--- src/rtl/hdmi_pll_rstseq.sv ---
`default_nettype none
// +--------------------------------------------------------------------------+
// | hdmi_pll_rstseq: PLL reset pulse generator and lock qualifier that       |
// | releases the video-domain reset only after a stable PLL lock.            |
// | Optional macro: HDMI_PLL_RSTSEQ_GLITCH_FILTER_EN (4-cycle lock-loss      |
// | filter while in RUN).                                                    |
// | Revision: 1.0                                                            |
// +--------------------------------------------------------------------------+
module hdmi_pll_rstseq #(
  parameter int unsigned RESET_PULSE_CYCLES  = 16,
  parameter int unsigned LOCK_STABLE_CYCLES  = 1024,
  parameter int unsigned LOCK_TIMEOUT_CYCLES = 65536
) (
  input  logic       clk,
  input  logic       reset,
  input  logic       pll_lock,
  output logic       pll_reset,
  output logic       video_reset,
  output logic       locked,
  output logic [7:0] relock_count,
  output logic       timeout_err
);

  localparam int unsigned CNT_MAX_AB = (RESET_PULSE_CYCLES > LOCK_STABLE_CYCLES) ?
                                       RESET_PULSE_CYCLES : LOCK_STABLE_CYCLES;
  localparam int unsigned CNT_MAX    = (CNT_MAX_AB > LOCK_TIMEOUT_CYCLES) ?
                                       CNT_MAX_AB : LOCK_TIMEOUT_CYCLES;
  localparam int unsigned CW         = $clog2(CNT_MAX + 1);

  localparam logic [CW-1:0] c_one      = CW'(1);
  localparam logic [CW-1:0] c_rst_last = CW'(RESET_PULSE_CYCLES - 1);
  localparam logic [CW-1:0] c_stb_last = CW'(LOCK_STABLE_CYCLES - 1);
  localparam logic [CW-1:0] c_tmo_last = CW'(LOCK_TIMEOUT_CYCLES - 1);
`ifdef HDMI_PLL_RSTSEQ_GLITCH_FILTER_EN
  localparam logic [CW-1:0] c_glitch_last = CW'(3);
`endif

  typedef enum logic [1:0] {
    ST_PLL_RST   = 2'd0,
    ST_WAIT_LOCK = 2'd1,
    ST_STABLE    = 2'd2,
    ST_RUN       = 2'd3
  } state_t;

  state_t        state_q, state_d;
  logic [CW-1:0] cnt_q, cnt_d;
  logic          sync1_q, sync2_q;
  logic          pll_reset_q;
  logic          video_reset_q;
  logic          locked_q;
  logic [7:0]    relock_q, relock_d;
  logic          timeout_q, timeout_d;
  logic          lock_s;
  logic          lock_loss;

  assign lock_s = sync2_q;

  always_comb begin
    state_d   = state_q;
    cnt_d     = cnt_q;
    relock_d  = relock_q;
    timeout_d = timeout_q;
    lock_loss = 1'b0;
    case (state_q)
      ST_PLL_RST: begin
        if (cnt_q == c_rst_last) begin
          state_d = ST_WAIT_LOCK;
          cnt_d   = '0;
        end else begin
          cnt_d = cnt_q + c_one;
        end
      end
      ST_WAIT_LOCK: begin
        // Lock wins over a timeout landing on the same cycle.
        if (lock_s) begin
          state_d = ST_STABLE;
          cnt_d   = '0;
        end else if (cnt_q == c_tmo_last) begin
          state_d   = ST_PLL_RST;
          cnt_d     = '0;
          timeout_d = 1'b1;
        end else begin
          cnt_d = cnt_q + c_one;
        end
      end
      ST_STABLE: begin
        if (!lock_s) begin
          state_d = ST_WAIT_LOCK;
          cnt_d   = '0;
        end else if (cnt_q == c_stb_last) begin
          state_d = ST_RUN;
          cnt_d   = '0;
        end else begin
          cnt_d = cnt_q + c_one;
        end
      end
      ST_RUN: begin
`ifdef HDMI_PLL_RSTSEQ_GLITCH_FILTER_EN
        // The shared counter tracks consecutive low lock samples here.
        if (lock_s) begin
          cnt_d = '0;
        end else if (cnt_q == c_glitch_last) begin
          lock_loss = 1'b1;
        end else begin
          cnt_d = cnt_q + c_one;
        end
`else
        lock_loss = !lock_s;
`endif
        if (lock_loss) begin
          state_d = ST_PLL_RST;
          cnt_d   = '0;
          if (relock_q != 8'hFF) begin
            relock_d = relock_q + 8'd1;
          end
        end
      end
      default: begin
        state_d = ST_PLL_RST;
        cnt_d   = '0;
      end
    endcase
  end

  always_ff @(posedge clk) begin
    if (reset) begin
      sync1_q       <= 1'b0;
      sync2_q       <= 1'b0;
      state_q       <= ST_PLL_RST;
      cnt_q         <= '0;
      pll_reset_q   <= 1'b1;
      video_reset_q <= 1'b1;
      locked_q      <= 1'b0;
      relock_q      <= 8'd0;
      timeout_q     <= 1'b0;
    end else begin
      sync1_q       <= pll_lock;
      sync2_q       <= sync1_q;
      state_q       <= state_d;
      cnt_q         <= cnt_d;
      // pll_reset tracks the state exactly; video outputs lag it by one cycle.
      pll_reset_q   <= (state_d == ST_PLL_RST);
      video_reset_q <= (state_q != ST_RUN);
      locked_q      <= (state_q == ST_RUN);
      relock_q      <= relock_d;
      timeout_q     <= timeout_d;
    end
  end

  assign pll_reset    = pll_reset_q;
  assign video_reset  = video_reset_q;
  assign locked       = locked_q;
  assign relock_count = relock_q;
  assign timeout_err  = timeout_q;

endmodule
`default_nettype wire

--- config.mk ---
export PLATFORM = sky130hd
export DESIGN_NAME = hdmi_pll_rstseq
export DESIGN_NICKNAME = d
export VERILOG_FILES = /design/src/rtl/hdmi_pll_rstseq.sv
export SDC_FILE = /design/constraint.sdc
export NUM_CORES = 1
export LEC_CHECK = 0
export CORE_UTILIZATION = 40
export DETAILED_ROUTE_END_ITERATION = 7
export PLACE_DENSITY_LB_ADDON = 0.2
export SETUP_SLACK_MARGIN = 0.05
export SYNTH_ARGS = -nofsm -noshare
export SYNTH_HDL_FRONTEND = slang
export SYNTH_SLANG_ARGS = --single-unit
--- constraint.sdc ---
create_clock -name clk -period 7.2 [get_ports clk]
set_clock_uncertainty 0.1 [all_clocks]
set_input_delay 1.08 -clock clk [delete_from_list [all_inputs] [get_ports clk]]
set_output_delay 1.08 -clock clk [all_outputs]
set_load 0.01 [all_outputs]
==> results.md <==
* Synth async-reset ratio at 0
* Antenna viol nets, final at 0
* Post-CTS sizing at 0
* Crit-path cells: ha_1 -> nand3_1 -> nor3_1 -> and3_1 -> nand3_1 -> inv_1 -> ha_1 -> nand3b_1 -> nand3_2 -> o21ai_2 -> o311ai_1
* CP startpoint kind: register
* PD cells at 184 mW/mm^2
* Maximum buffer depth of the clock tree at 2
* # port buffers at 14
* Post-synthesis compound-gate area fraction at 0.184
* Final Hold Viols at 0
* Sink Count at 33
* Adder-Cell Fraction of Synth Area at 0.0290
* XOR/XNOR Fraction of Synth Area at 0.0610
* Die H at 67.7 um
* Multiplexer share of the synthesized area at 0
* # rows at 23
* Critical Path RT at 7250 ps
* Final setup violating endpoints at 0
* Worst-path maximum fanout at 13
* CTS Root Cell: clkbuf_8
* Num CTS Buffers at 5
* Slowest CP cell: nor3_1
* Synth Net Count at 217
* Share of the synthesized area in the top cell type at 0.383
* Worst Reg2Reg Path Length in Cells at 11
* Max_cap viols at 0
* R2R Path Start: cnt_q[0]
* TNS Setup at 0 ps
* Fmax at approximately 310 MHz
* Drt drc at 0
* Post-Syn Area at 0.00172 mm^2
* Largest net degree at the start of global routing at 23
* Postcts setup bufs at 0
* Hold endpoint: lock_s
* Global route overflow at 0
* Routed vias at 1481
* FF-to-FF setup slack at 4010 ps
* Clk_lat worst skew at roughly 280 ps
* Initial DRT Pass Iterations at 4
* Vias/cell at ~5.5
* Tightest Hold Check Type: reg -> reg
* Number of global-route vias before repair at 1270
* Buf/Inv on CP at 1
* #FFs+latches synth at 33
* Core area at around 0.0041 mm^2
* Post-placement cell count at 264
* Largest family of logic cells by synthesized area: simple AND/OR/NAND/NOR gates
* Static leakage at just under 0.7 nW
* Peak supply drop at 85.0 uV
* Worst slew pin tran at just over 1000 ps
* Starting Density at 0.425
* Share of layout cells above drive strength 1 at 0.0769
* RSZ-0062 raised after global routing: no
* TritonCTS clock tree: yes
* I/O pin count at 15
* Ant. Diodes at 0
* Layout Nets at 228
* DRT Wirelength at 3710 um
* Initial antenna violation count at 0
* GP Congestion at 0.793
* Final worst-path cycle share at 0.443
* CP Capture Type: register
* Mapped Cells at 210
* Period minus WS final at about 3200 ps
* Outcome: complete, no violations
* Die Width at 67.7 um
* Worst-path clk slew at 70 ps
* Fin cells at 271
* Hold path start: sync1_q
* Setup crit start: cnt_q[0]
* Number of library cell types mapped by synthesis at 44
* Mean routed wirelength per cell at between 10 and 15 um
* Reg2reg end: cnt_q[2]
* EDFF count, synth at 0
* Synth warn at 0
* Register area share after synthesis at 0.383
* Leading area contributor after synthesis: dfxtp_1
* Critical path's largest stage delay at 610 ps
* Relative slew slack at 0.315
* Critical Path AT at 3240 ps
* Mean Syn Cell Area at roughly 8 um^2
* Family with the most delay on the worst path: simple AND/OR/NAND/NOR gates
* Top_reg_cell synth: dfxtp_1
* Hold buffer count at CTS at 0
* Hold depth at 1
* CP Class: reg -> reg
* HPWL Detailed at around 2600 um
* Htree depth at 2
* Area Growth Syn to Fin at 14.6%
* Die Area at roughly 0.0046 mm^2
* Top post-synthesis cells by area: dfxtp_1 (38%), nand2_1 (5.9%), nor2_1 (5.0%)
* Initial drt markers at 102
* First-pass GRT wire length at 6030 um
* Tot GR Track Use at 0.181
* Final Slew Violations at 0
* Simple-Gate Fraction of Synth Area at 0.287
[logic make-up after synthesis]
family	after synthesis
flops	33
fa+ha+maj	4
xor+xnor	12
compound gates	42
buf+inv	21
simple gates	98
[routing by layer]
metal,GRT usage,wire length (um),up-vias,share of wire
met2,0.257,1610,37,0.43
li1,-,-,776,-
met5,0,0,-,0
met4,0.0798,49,0,0.013
met1,0.255,1890,662,0.51
met3,0.0439,164,6,0.044
[area by class of cell]
| class | instances | area [um^2] |
|---|---|---|
| fill | 384 | 2080 |
| multi-input combinational | 156 | 967 |
| sequential | 33 | 661 |
| timing repair buffer | 14 | 140 |
| clock buffer | 5 | 68.8 |
| tap | 50 | 62.6 |
| inverter | 11 | 41.3 |
| clock inverter | 2 | 35.0 |
[how the worst max path moves through the flow]
stage	to	slack [ps]	cells past startpoint
after global placement	cnt_q[2]	3960	4
after global routing	cnt_q[5]	3760	11
after CTS	cnt_q[8]	4030	11
after detailed placement	cnt_q[2]	3980	4
after floorplan	cnt_q[4]	4670	12
final	cnt_q[2]	4010	11
[sequential cells by signal (all words and copies together) (netlist names)]
name          flops
lock_s            1
timeout_err       1
state_q           2
video_reset       1
locked            1
cnt_q            17
pll_reset         1
sync1_q           1
relock_count      8
[metrics by stage]
stage               power, mW  utilization  setup WS (ps)  hold WS [ps]  cell area (um^2)
floorplan               0.197            -           4670           314              1720
global route            0.374        0.487           3760           370              1980
CTS                     0.367        0.487           4030           362              1980
global placement        0.200        0.461           3960           317              1870
finish                  0.364        0.487           4010           362              1980
detailed placement      0.200        0.461           3980           327              1870
[synth_stat cells, types with 3 or more instances]
cell      instances
nor2_1           23
inv_1            11
and3_1            5
a311oi_1          3
o21ai_1           7
o211ai_1          4
nor3_1           10
xor2_1            6
nand3_1          10
xnor2_1           6
or3_1             4
nor4_1            3
dfxtp_1          33
clkbuf_1          5
ha_1              4
a21oi_1           6
nand4_1           4
nand2_1          27
[cells in the final DEF, fill, tap and decap left out, types with 2 or more instances in the layout]
cell             netlist  layout
or3_1                  4       4
nand3_1               10      10
xor2_1                 6       6
nor4_1                 3       3
a21oi_1                6       6
o21ai_0                2       2
dfxtp_1               33      33
a211oi_1               2       2
o311ai_1               2       2
and2_1                 2       2
o211ai_2               2       2
inv_1                 11      11
nor2b_1                2       2
o21ai_2                2       2
clkdlybuf4s50_1        0      14
nor2_1                23      23
o21ai_1                7       7
nand2_1               27      27
and3_1                 5       5
a31oi_1                2       2
and4_1                 2       2
a311oi_1               3       3
nand4_1                4       4
o211a_1                2       2
o211ai_1               4       4
clkbuf_8               0       5
a41oi_1                2       2
ha_1                   4       4
xnor2_1                6       6
nor3_1                10      10
[report_power, final]
part           internal [mW]  switching, mW  total, mW
clock                  0.101         0.0669      0.167
combinational        0.00340        0.00624    0.00964
sequential             0.184        0.00209      0.187
total                  0.288         0.0753      0.364
(Power assumes the default switching activity.)
